===== src/rtl/tl_probe_responder.sv =====
// TileLink B-channel probe responder: looks up the line, downgrades it and
// answers on the C channel with ProbeAck or a multi-beat ProbeAckData.
module tl_probe_responder #(
  parameter int AddrWidth   = 56,
  parameter int DataWidth   = 64,
  parameter int SourceWidth = 1
) (
  input  logic                   clk_i,
  input  logic                   rst_i,
  input  logic                   b_valid_i,
  input  logic [2:0]             b_opcode_i,
  input  logic [2:0]             b_param_i,
  input  logic [2:0]             b_size_i,
  input  logic [SourceWidth-1:0] b_source_i,
  input  logic [AddrWidth-1:0]   b_address_i,
  output logic                   b_ready_o,
  output logic                   lkp_req_o,
  output logic [AddrWidth-1:0]   lkp_addr_o,
  input  logic                   lkp_hit_i,
  input  logic [1:0]             lkp_perm_i,
  input  logic                   lkp_dirty_i,
  output logic                   rd_req_o,
  output logic [AddrWidth-1:0]   rd_addr_o,
  input  logic [DataWidth-1:0]   rd_data_i,
  output logic                   upd_valid_o,
  output logic [AddrWidth-1:0]   upd_addr_o,
  output logic [1:0]             upd_perm_o,
  output logic                   upd_clean_o,
  output logic                   c_valid_o,
  output logic [2:0]             c_opcode_o,
  output logic [2:0]             c_param_o,
  output logic [2:0]             c_size_o,
  output logic [SourceWidth-1:0] c_source_o,
  output logic [AddrWidth-1:0]   c_address_o,
  output logic [DataWidth-1:0]   c_data_o,
  input  logic                   c_ready_i
);
  localparam int BL       = DataWidth / 8;
  localparam int LgBL     = $clog2(BL);
  localparam int MaxBeats = (BL >= 128) ? 1 : 128 / BL;
  localparam int BeatW    = (MaxBeats > 1) ? $clog2(MaxBeats) : 1;

  typedef enum logic [2:0] {
    IDLE    = 3'd0,
    LOOKUP  = 3'd1,
    DECIDE  = 3'd2,
    READ    = 3'd3,
    CAPTURE = 3'd4,
    SEND    = 3'd5
  } state_t;

  state_t                 state;
  state_t                 nextState;
  logic [2:0]             opcodeReg;
  logic [2:0]             capReg;
  logic [2:0]             sizeReg;
  logic [SourceWidth-1:0] sourceReg;
  logic [AddrWidth-1:0]   addrReg;
  logic [2:0]             cOpcodeReg;
  logic [2:0]             cParamReg;
  logic [1:0]             updPermReg;
  logic                   updCleanReg;
  logic [BeatW-1:0]       beatReg;
  logic [DataWidth-1:0]   dataReg;

  logic [1:0]             curPerm;
  logic                   curDirty;
  logic [1:0]             capPerm;
  logic [2:0]             paramNext;
  logic [1:0]             permNext;
  logic                   sendData;
  logic [31:0]            sizeBytes;
  logic [31:0]            lastIdx;
  logic                   lastBeat;
  logic [AddrWidth-1:0]   sizeMask;
  logic [AddrWidth-1:0]   rdAddr;
  logic                   sending;

  // Downgrade decision from the lookup result and the latched cap (2=T,1=B,0=N)
  always_comb begin
    curPerm   = 2'd0;
    capPerm   = 2'd0;
    paramNext = 3'd5;
    permNext  = 2'd0;
    if (lkp_hit_i && (lkp_perm_i != 2'd3)) begin
      curPerm = lkp_perm_i;
    end else begin
      curPerm = 2'd0;
    end
    curDirty = lkp_hit_i & lkp_dirty_i;
    case (capReg)
      3'd0:    capPerm = 2'd2;
      3'd1:    capPerm = 2'd1;
      default: capPerm = 2'd0;
    endcase
    case (curPerm)
      2'd2: begin
        case (capPerm)
          2'd2:    begin paramNext = 3'd3; permNext = 2'd2; end
          2'd1:    begin paramNext = 3'd0; permNext = 2'd1; end
          default: begin paramNext = 3'd1; permNext = 2'd0; end
        endcase
      end
      2'd1: begin
        if (capPerm == 2'd0) begin
          paramNext = 3'd2;
          permNext  = 2'd0;
        end else begin
          paramNext = 3'd4;
          permNext  = 2'd1;
        end
      end
      default: begin
        paramNext = 3'd5;
        permNext  = 2'd0;
      end
    endcase
    sendData = (opcodeReg == 3'd6) && (curPerm == 2'd2) && curDirty;
  end

  // Beat bookkeeping and the aligned read address of the current beat
  always_comb begin
    sizeBytes = 32'd1 << sizeReg;
    if (sizeBytes > 32'(BL)) begin
      lastIdx = (sizeBytes >> LgBL) - 32'd1;
    end else begin
      lastIdx = 32'd0;
    end
    // A dataless ProbeAck is always a single beat, whatever the size
    lastBeat = !updCleanReg || ({{(32-BeatW){1'b0}}, beatReg} == lastIdx);
    sizeMask = (AddrWidth'(1) << sizeReg) - AddrWidth'(1);
    rdAddr   = (addrReg & ~sizeMask) + (AddrWidth'(beatReg) << LgBL);
  end

  // State register
  always_ff @(posedge clk_i or posedge rst_i) begin
    if (rst_i) begin
      state <= IDLE;
    end else begin
      state <= nextState;
    end
  end

  // Next-state logic
  always_comb begin
    nextState = state;
    case (state)
      IDLE: begin
        if (b_valid_i) nextState = LOOKUP;
        else           nextState = IDLE;
      end
      LOOKUP:  nextState = DECIDE;
      DECIDE: begin
        if (sendData) nextState = READ;
        else          nextState = SEND;
      end
      READ:    nextState = CAPTURE;
      CAPTURE: nextState = SEND;
      SEND: begin
        if (!c_ready_i)    nextState = SEND;
        else if (lastBeat) nextState = IDLE;
        else               nextState = READ;
      end
      default: nextState = IDLE;
    endcase
  end

  // Probe fields, response fields, beat counter and captured data
  always_ff @(posedge clk_i or posedge rst_i) begin
    if (rst_i) begin
      opcodeReg   <= 3'd0;
      capReg      <= 3'd0;
      sizeReg     <= 3'd0;
      sourceReg   <= {SourceWidth{1'b0}};
      addrReg     <= {AddrWidth{1'b0}};
      cOpcodeReg  <= 3'd0;
      cParamReg   <= 3'd0;
      updPermReg  <= 2'd0;
      updCleanReg <= 1'b0;
      beatReg     <= {BeatW{1'b0}};
      dataReg     <= {DataWidth{1'b0}};
    end else begin
      case (state)
        IDLE: begin
          if (b_valid_i) begin
            opcodeReg <= b_opcode_i;
            capReg    <= b_param_i;
            sizeReg   <= b_size_i;
            sourceReg <= b_source_i;
            addrReg   <= b_address_i;
          end
        end
        DECIDE: begin
          cOpcodeReg  <= sendData ? 3'd5 : 3'd4;
          cParamReg   <= paramNext;
          updPermReg  <= permNext;
          updCleanReg <= sendData;
          beatReg     <= {BeatW{1'b0}};
          dataReg     <= {DataWidth{1'b0}};
        end
        CAPTURE: dataReg <= rd_data_i;
        SEND: begin
          if (c_ready_i && !lastBeat) beatReg <= beatReg + BeatW'(1);
        end
        default: ;
      endcase
    end
  end

  assign sending     = (state == SEND);
  assign b_ready_o   = (state == IDLE) && !rst_i;
  assign lkp_req_o   = (state == LOOKUP);
  assign lkp_addr_o  = lkp_req_o ? addrReg : {AddrWidth{1'b0}};
  assign rd_req_o    = (state == READ);
  assign rd_addr_o   = rd_req_o ? rdAddr : {AddrWidth{1'b0}};
  assign c_valid_o   = sending;
  assign c_opcode_o  = sending ? cOpcodeReg : 3'd0;
  assign c_param_o   = sending ? cParamReg : 3'd0;
  assign c_size_o    = sending ? sizeReg : 3'd0;
  assign c_source_o  = sending ? sourceReg : {SourceWidth{1'b0}};
  assign c_address_o = sending ? addrReg : {AddrWidth{1'b0}};
  assign c_data_o    = sending ? dataReg : {DataWidth{1'b0}};
  assign upd_valid_o = sending && c_ready_i && lastBeat;
  assign upd_addr_o  = upd_valid_o ? addrReg : {AddrWidth{1'b0}};
  assign upd_perm_o  = upd_valid_o ? updPermReg : 2'd0;
  assign upd_clean_o = upd_valid_o && updCleanReg;

endmodule


===== config.mk =====
export PLATFORM = sky130hd
export DESIGN_NAME = tl_probe_responder
export DESIGN_NICKNAME = d
export VERILOG_FILES = /design/src/rtl/tl_probe_responder.sv
export SDC_FILE = /design/constraint.sdc
export NUM_CORES = 1
export LEC_CHECK = 0
export ABC_AREA = 0
export CAP_MARGIN = 40
export CORE_MARGIN = 5
export CORE_UTILIZATION = 35
export CTS_CLUSTER_SIZE = 20
export DETAILED_ROUTE_END_ITERATION = 7
export DONT_BUFFER_PORTS = 1
export PLACE_DENSITY_LB_ADDON = 0.12
export RECOVER_POWER = 50
export SYNTH_ARGS = -nofsm -noshare
export SYNTH_HDL_FRONTEND = slang
export SYNTH_SLANG_ARGS = --single-unit
export TNS_END_PERCENT = 5

===== constraint.sdc =====
create_clock -name clk_i -period 4.55 [get_ports clk_i]
set_clock_uncertainty 0.15 [all_clocks]
set_input_delay 0.2275 -clock clk_i [delete_from_list [all_inputs] [get_ports clk_i]]
set_output_delay 0.2275 -clock clk_i [all_outputs]
set_load 0.005 [all_outputs]

==> results of run 1 <==
==> power breakdown <==
group / internal [mW] / total (mW) / switching [mW]
sequential: 1.84 / 2.74 / 0.898
combinational: 1.27 / 2.80 / 1.52
clock: 0.770 / 1.41 / 0.640
total: 3.88 / 6.94 / 3.06
==> registers in the layout, indices dropped and copies added (netlist names), 3 cells and up <==
| signal | flops |
|---|---|
| addrReg | 56 |
| beatReg | 4 |
| cParamReg | 3 |
| capReg | 3 |
| dataReg | 64 |
| opcodeReg | 3 |
| sizeReg | 3 |
| state | 3 |
==> layer usage <==
metal	vias up	wire length (microns)	track usage	part of all wire
met5	-	0	0	0
met4	0	586	0.0649	0.017
met3	29	2420	0.0521	0.070
met2	327	17100	0.373	0.50
met1	3904	14400	0.282	0.42
li1	3596	-	-	-
==> final cells by class <==
cell class | instances | area (sq um) | share of cell area
antenna | 1 | 2.50 | 0.000221
clock buffer | 17 | 425 | 0.0375
clock inverter | 14 | 145 | 0.0128
inverter | 21 | 80.1 | 0.00707
multi-input combinational | 743 | 5160 | 0.456
sequential | 144 | 3600 | 0.318
tap | 335 | 419 | 0.0370
timing repair buffer | 153 | 1490 | 0.132
==> metrics by stage <==
stage	cell area [sq um]	setup WS [ps]	instances	hold WS, ps	power (mW)
global placement	9380	455	1257	11.4	5.39
floorplan	9180	306	994	194	4.49
finish	11300	292	1428	23.3	6.94
detailed placement	9470	343	1262	6.11	5.47
global route	11300	40.8	1427	25.6	7.42
CTS	11400	65.2	1427	6.06	7.01
==> cells in the mapped netlist (6+ instances only) <==
cell type | count | area [sq um]
a21oi_1 | 14 | 70.1
a22o_1 | 64 | 561
and2_1 | 238 | 1490
and3_1 | 6 | 37.5
and4_1 | 7 | 61.3
buf_2 | 20 | 100
clkbuf_1 | 56 | 210
dfrtp_1 | 144 | 3600
ha_1 | 11 | 138
inv_1 | 21 | 78.8
mux2_2 | 60 | 676
nand2_1 | 64 | 240
nand3_1 | 26 | 130
nand4_1 | 19 | 119
nor2_1 | 51 | 191
nor2b_1 | 8 | 50.1
nor3_1 | 21 | 105
nor4_1 | 8 | 50.1
o21ai_0 | 20 | 100
xnor2_1 | 21 | 184
xor2_1 | 14 | 123
==> worst max-delay path, stage by stage, from the launching register on <==
cell	delay [ps]
dfrtp_1	520
nor3b_1	1020
clkbuf_1	1490
and2_2	380
==> kinds of logic (layout without fill, tap and decap cells) <==
logic type | count (synthesis) | after routing | synth area share
and+or+nand+nor | 486 | 486 | 0.307
AOI/OAI and AO/OA | 144 | 144 | 0.122
DFF | 144 | 144 | 0.393
buffers and inverters | 107 | 205 | 0.0480
muxes | 65 | 65 | 0.0791
xor gates and xnor gates | 35 | 35 | 0.0334
adders and majority gates | 12 | 12 | 0.0172
other | 1 | 2 | 0.000409
==> final timing paths <==
kind,to,start
setup / recovery,lkp_addr_o[27],state[1]
hold / removal,cParamReg[1],lkp_hit_i
setup reg to reg,sizeReg[0],state[1]
hold reg to reg,cOpcodeReg[2],cOpcodeReg[2]
max in group asynchronous,dataReg[57],rst_i
min in group asynchronous,state[0],rst_i
==> repair_timing <==
item | 4_1_cts | 5_1_grt
pin swaps | 0 | 0
endpoints found under the setup margin | 6 | 12
resized for setup | 3 | 3
hold endpoints to repair | 179 | 0
hold buffers | 134 | 0
==> out/metrics.cfg, run 1 <==
[outcome]
status = finished with violations
violations = max-capacitance violations, max-slew violations

[placed_design]
gp_congestion = 0.798
io_buffers = 0
dp_hpwl_mm = 24.4

[setup_path]
crit_fanout = 53
cp-start-kind = flip-flop
ff2ff_setup_slack_ps = 920
crit_arrival_ps = 3880
path_class = reg -> out
crit_required_ps = 4170
worst_r2r_path_depth = 4
endpoint_kind = output port

[layout]
final_cell_mix = and2_1, dfrtp_1, dlygate4sd3_1
fillers = 2536
drive_gt1_frac = 0.125
layout_commonest_cell = and2_1
fin_util = 0.437
area_delta_synth_final_pct = 23.5
fin_nets = 1230

[cts]
cts_root_buffer = clkbuf_16
cts_buffer_depth = 2
cts_made_buffers = 17
clock-sinks = 144
clk_latency_ps = 430
clk_pin_slew_ps = 70
tritoncts = done
htree_num_levels = 4
cts_setup_buffers = 0

[grt]
grt_pass1_wl_mm = 49.8
grtUsageTotal = 0.221
grt_antenna_before_repair = 0
grt-ovfl-total = 0
grt_max_degree = 93
grt_pass1_vias = 7897

[synth]
yosys_most_used_dff = dfrtp_1
synth-async-reset-ratio = 1.00
netlist_area_sq_mm = 0.00918
synthCells = 994
seq_area_frac_synth = 0.393
ys.warnings.count = 0
synth_area_per_cell_sq_um = 9.23
syn_nets = 1144
synth_edf_count = 0
ys_seq_elements = 144
ys_types = 72

[detailed_routing]
vias = 7856
drc = 0
ant_nets = 0
drtIter0Drc = 408
wl_per_cell_microns = 24.1
drtPass1Iterations = 4
vias_per_cell = 5.50
drt_wl_total_mm = 34.5

[pwr]
peakVddDrop_mv = 0.298
leakage_nw = 4.78
powerDensity_mw_per_mm2 = 613

[floorplan]
core_sq_mm = 0.0259
num_rows = 59
die-area_sq_mm = 0.0296
io-pin-count = 444
die_y_microns = 172
start_util = 0.354
die_x_microns = 172

[timing]
hold_violations = 0
relSlewSlack = -0.670
max_freq_ghz = 0.235
period_minus_slack_ps = 4260
setup_violations = 0
fin_crit_sh = 0.936
rsz0062_at_grt = no
worstMarginPinSlew_ps = 2510
tns_ps = 0
slew_viol_final = 227

[hold_path]
hold_path.class = in -> reg
hold_depth = 3

[job]
maxCapViolations = 5

Power figures use the tool's default switching activity.
==> run 2: changes to the inputs <==
CAP_MARGIN = 20   (was 40)
HOLD_SLACK_MARGIN = 0.03   (was unset)
==> run 2 against run 1 <==
The run still ends with max-capacitance violations, max-slew violations left; global-route usage fell by 0.23 points; via count fell by 0.38%; flip-flop and latch count did not move; critical path type unchanged; critical endpoint is now rd_addr_o[54]; largest cell class unchanged.
==> out/metrics.cfg, run 2 (synthesis gave the netlist of run 1 again) <==
[grt]
grt-ovfl-total = 0  ; unchanged
grt_pass1_vias = 7849  ; was 7,897
grt_pass1_wl_mm = 49.2  ; was 49.8 mm
grt_max_degree = 131  ; was 93
grtUsageTotal = 0.218  ; was 0.221
grt_antenna_before_repair = 0  ; unchanged

[timing]
tns_ps = 0  ; unchanged
period_minus_slack_ps = 4320  ; was 4260 ps
holdWs_ps = 65.5  ; was 23.3 ps
hold_violations = 0  ; unchanged
relSlewSlack = -0.570  ; was -0.670
slew_viol_final = 224  ; was 227
worstMarginPinSlew_ps = 2360  ; was 2510 ps
max_freq_ghz = 0.231  ; was 0.235 GHz
fin_crit_sh = 0.949  ; was 0.936
setup_ws_ps = 230  ; was 292 ps
setup_violations = 0  ; unchanged

[layout]
drive_gt1_frac = 0.123  ; was 0.125
top_register = dataReg  ; unchanged
fin_util = 0.438  ; was 0.437
fin_cells = 1428  ; unchanged
largest_register_ff_count = 64  ; unchanged
area_delta_synth_final_pct = 23.7  ; was 23.5%
layout_commonest_cell = and2_1  ; unchanged
fin_nets = 1228  ; was 1,230
final_cell_area_sq_mm = 0.0113  ; about the same
reg_top3 = dataReg x64, addrReg x56, beatReg x4  ; unchanged
fillers = 2495  ; was 2,536
final_cell_mix = and2_1, dfrtp_1, dlygate4sd3_1  ; unchanged
regArea_sq_mm = 0.00360  ; about the same
multiInputGateArea_sq_mm = 0.00517  ; was 0.00516 sq mm

[cts]
clk_pin_slew_ps = 70  ; about the same
cts_buffer_depth = 2  ; unchanged
htree_num_levels = 4  ; unchanged
tritoncts = done  ; unchanged
cts_made_buffers = 17  ; unchanged
cts_root_buffer = clkbuf_16  ; unchanged
clock-sinks = 144  ; unchanged
cts_setup_buffers = 0  ; unchanged
clk_latency_ps = 420  ; was 430 ps

[pwr]
totalPowerFinal_mw = 6.93  ; was 6.94 mW
powerDensity_mw_per_mm2 = 611  ; was 613 mW/mm^2
leakage_nw = 4.81  ; was 4.78 nW
intPower_mw = 3.84  ; was 3.88 mW
pwr-share-seq = 0.394  ; about the same
peakVddDrop_mv = 0.287  ; was 0.298 mV
switching_share = 0.446  ; was 0.441
p_comb_frac = 0.399  ; was 0.403
netSwitchingPower_mw = 3.09  ; was 3.06 mW
pwr-share-clk = 0.208  ; was 0.203

[placed_design]
io_buffers = 0  ; unchanged
place_inst = 1257  ; was 1,262
dp_hpwl_mm = 23.9  ; was 24.4 mm
placed_area_sq_mm = 0.00938  ; was 0.00947 sq mm
gp_congestion = 0.798  ; unchanged
dp_slack_ps = 372  ; was 343 ps

[setup_path]
path_class = reg -> out  ; unchanged
crit_fanout = 13  ; was 53
crit_required_ps = 4170  ; about the same
crit_arrival_ps = 3940  ; was 3880 ps
endpoint_kind = output port  ; unchanged
cp-start-kind = flip-flop  ; unchanged

[floorplan]
die-area_sq_mm = 0.0296  ; unchanged
io-pin-count = 444  ; unchanged
num_rows = 59  ; unchanged
die_y_microns = 172  ; unchanged
core_sq_mm = 0.0259  ; unchanged
start_util = 0.354  ; unchanged
die_x_microns = 172  ; unchanged

[detailed_routing]
drtPass1Iterations = 5  ; was 4
drt_wl_total_mm = 34.1  ; was 34.5 mm
drtIter0Drc = 475  ; was 408
drc = 0  ; unchanged
vias = 7826  ; was 7,856
wl_per_cell_microns = 23.9  ; was 24.1 microns
vias_per_cell = 5.48  ; was 5.50
ant_nets = 0  ; unchanged

[hold_path]
hold_path.class = in -> reg  ; unchanged

[job]
maxCapViolations = 4  ; was 5

[outcome]
status = finished with violations  ; unchanged
violations = max-capacitance violations, max-slew violations  ; unchanged

run 2: power by group through the flow:
stage | logic (mW) | clock network [mW] | registers, mW
after floorplan | 2.29 | 0 | 2.19
after global placement | 2.64 | 0 | 2.75
after detailed placement | 2.68 | 0 | 2.75
after CTS | 2.77 | 1.48 | 2.74
after global routing | 3.05 | 1.53 | 2.84
final | 2.76 | 1.44 | 2.73
run 2: area by class of cell:
class	instances	area share
Multi-Input combinational cell	743	0.456
Sequential cell	144	0.317
Timing Repair Buffer	151	0.130
Clock buffer	18	0.0387
Tap cell	335	0.0369
Clock inverter	14	0.0137
Inverter	21	0.00706
Antenna cell	2	0.000441
run 2: routing by layer:
metal	GRT usage	share of wire
met5	0	0
met4	0.0677	0.020
met3	0.0558	0.075
met2	0.361	0.48
met1	0.281	0.42
run 2: critical path, cell delays in order (launching register included):
cell and delay [ps]:
dfrtp_1 510, or3_1 460, ha_1 310, and2_0 180, o21ai_0 160, o311ai_1 180
inv_1 90, ha_1 240, a211oi_1 440, o21bai_2 230, and4_1 310, a211o_1 290
nand2_1 120
run 2: path summary, 6_finish.rpt:
| path | endpoint | start | slack, ps | cells past startpoint |
|---|---|---|---|---|
| max in group asynchronous | addrReg[37] | rst_i | 1440 | 3 |
| max reg2reg | state[1] | state[1] | 1110 | 4 |
| max | rd_addr_o[54] | sizeReg[1] | 230 | 12 |
| min in group asynchronous | dataReg[12] | rst_i | 750 | 2 |
| min | state[2] | lkp_dirty_i | 70 | 4 |
| min reg2reg | cOpcodeReg[2] | cOpcodeReg[2] | 320 | 1 |
run 2: repair_timing:
action | 4_1_cts | 5_1_grt
endpoints found under the setup margin | 6 | 34
resized for setup | 2 | 6
hold buffers | 136 | 0
hold endpoints to repair | 180 | 0
==> run 3: changes to the inputs <==
PLACE_DENSITY_LB_ADDON = unset   (was 0.12)
==> run 3 against run 2 <==
The flow still finishes with violations (max-capacitance violations, max-slew violations); sequential power down 1%; clock power about the same; utilization about the same; power down 0.39%; clock-buffer cell count unchanged; critical path type unchanged; largest power group unchanged; highest routed layer unchanged.
==> out/metrics.cfg, run 3 (synthesis gave the netlist of run 1 again) <==
[detailed_routing]
wl_per_cell_microns = 24.0  ; was 23.9 microns
vias_per_cell = 5.56  ; was 5.48
vias = 7964  ; was 7,826
ant_nets = 0  ; unchanged
drt_wl_total_mm = 34.4  ; was 34.1 mm
drc = 0  ; unchanged
drtIter0Drc = 455  ; was 475
drtPass1Iterations = 5  ; unchanged

[layout]
largest_register_ff_count = 64  ; unchanged
reg_top3 = dataReg x64, addrReg x56, beatReg x4  ; unchanged
fin_nets = 1233  ; was 1,228
multiInputGateArea_sq_mm = 0.00517  ; unchanged
top_register = dataReg  ; unchanged
final_cell_mix = and2_1, dfrtp_1, dlygate4sd3_1  ; unchanged
fillers = 2480  ; was 2,495
area_delta_synth_final_pct = 23.7  ; about the same
regArea_sq_mm = 0.00361  ; was 0.00360 sq mm
drive_gt1_frac = 0.132  ; was 0.123
layout_commonest_cell = and2_1  ; unchanged

[grt]
grtUsageTotal = 0.221  ; was 0.218
grt_antenna_before_repair = 2  ; was 0
grt_pass1_wl_mm = 50.0  ; was 49.2 mm
grt_pass1_vias = 7842  ; was 7,849
grt_max_degree = 131  ; unchanged
grt-ovfl-total = 0  ; unchanged

[setup_path]
crit_required_ps = 4170  ; about the same
crit_fanout = 13  ; unchanged
endpoint_kind = output port  ; unchanged
cp-start-kind = flip-flop  ; unchanged
crit_chain = or3_1 -> ha_1 -> and2_0 -> o21ai_0 -> o311ai_1 -> fa_1 -> nor2b_2 -> o31a_2 -> nand4_4 -> or4_1 -> nand2_1  ; was or3_1 -> ha_1 -> and2_0 -> o21ai_0 -> o311ai_1 -> inv_1 -> ha_1 -> a211oi_1 -> o21bai_2 -> and4_1 -> a211o_1 -> nand2_1
worst_path_max_delay_cell = dfrtp_2  ; was dfrtp_1
crit_arrival_ps = 3850  ; was 3940 ps
max_stage_delay_ps = 490  ; was 510 ps
path_class = reg -> out  ; unchanged

[cts]
clk_latency_ps = 420  ; about the same
tritoncts = done  ; unchanged
cts_buffer_depth = 2  ; unchanged
cts_made_buffers = 17  ; unchanged
clk_pin_slew_ps = 80  ; was 70 ps
clock-sinks = 144  ; unchanged
htree_num_levels = 4  ; unchanged
cts_root_buffer = clkbuf_16  ; unchanged

[placed_design]
io_buffers = 0  ; unchanged
dp_hpwl_mm = 23.7  ; was 23.9 mm
gp_congestion = 0.800  ; was 0.798
dp_slack_ps = 242  ; was 372 ps

[timing]
setup_ws_ps = 321  ; was 230 ps
worstMarginPinSlew_ps = 2460  ; was 2360 ps
slew_viol_final = 349  ; was 224
fin_crit_sh = 0.929  ; was 0.949
tns_ps = 0  ; unchanged
setup_violations = 0  ; unchanged
relSlewSlack = -0.638  ; was -0.570
hold_violations = 0  ; unchanged
max_freq_ghz = 0.236  ; was 0.231 GHz
rsz0062_at_grt = no
period_minus_slack_ps = 4230  ; was 4320 ps

[hold_path]
hold_path.class = in -> reg  ; unchanged

[pwr]
powerDensity_mw_per_mm2 = 608  ; was 611 mW/mm^2
leakage_nw = 4.83  ; was 4.81 nW
totalPowerFinal_mw = 6.90  ; was 6.93 mW
peakVddDrop_mv = 0.330  ; was 0.287 mV

[floorplan]
die_y_microns = 172  ; unchanged
die-area_sq_mm = 0.0296  ; unchanged
start_util = 0.354  ; unchanged
io-pin-count = 444  ; unchanged
num_rows = 59  ; unchanged
die_x_microns = 172  ; unchanged
core_sq_mm = 0.0259  ; unchanged

[outcome]
status = finished with violations  ; unchanged
violations = max-capacitance violations, max-slew violations  ; unchanged

[job]
maxCapViolations = 4  ; unchanged

## run 3: cell types whose count changed in the layout (fill, tap and decap cells not counted), moves of 3 or more
cell	previous run	this run
and2_0	31	12
and2_1	207	226
buf_4	7	13
clkinv_4	0	3
## run 3: cell type report
type / count / share of cell area
repair buffers: 156 / 0.131
clock buffers: 18 / 0.0387
diodes: 2 / 0.000441
multi-input cells: 743 / 0.456
inverters: 21 / 0.00705
flip-flops and latches: 144 / 0.318
clock inverters: 14 / 0.0122
well taps: 335 / 0.0369
## run 3: worst max-delay path, delay by kind of cell (launching register included)
family                   cells  cell delay, ps
AO/OA/AOI/OAI                3             600
AND/OR/NAND/NOR              6            1610
flip-flops                   1             490
adder cells (fa/ha/maj)      2             750
## run 3: what timing repair did
action | in CTS | in global routing
pin swaps | 0 | 1
endpoints found under the setup margin | 12 | 35
endpoints found under the hold margin | 239 | 0
buffers inserted | 0 | 1
gates resized for setup | 4 | 5
hold buffers | 136 | 0
## run 3: path summary, 6_finish.rpt
path | start | to | slack (ps) | depth (start not counted)
setup / recovery | sizeReg[1] | rd_addr_o[49] | 320 | 11
hold / removal | lkp_dirty_i | state[2] | 50 | 4
setup reg to reg | state[1] | state[1] | 1170 | 4
hold reg to reg | cOpcodeReg[2] | cOpcodeReg[2] | 320 | 1
max in group asynchronous | rst_i | addrReg[36] | 810 | 4
min in group asynchronous | rst_i | state[2] | 120 | 2
## run 3: power breakdown
group | switching (mW) | leakage (nW) | internal, mW
clock network | 0.679 | 0.283 | 0.746
logic | 1.53 | 2.77 | 1.26
registers | 0.852 | 1.78 | 1.84
total | 3.06 | 4.83 | 3.84
## run 3: stage by stage
step                      cells   util  instance area, sq um  hold slack, ps
final                      1433  0.438                 11400            49.1
after global routing       1432  0.438                 11400            55.0
after CTS                  1428  0.438                 11400            35.7
after detailed placement   1260  0.363                  9400             204
after global placement     1260  0.363                  9400             203
after floorplan             994      -                  9180             194
## run 3: routing by layer
layer	wire [microns]	track usage	vias up
met1	14100	0.281	3981
met4	417	0.0414	0
met5	0	0	-
li1	-	-	3593
met3	2510	0.0551	29
met2	17400	0.386	361
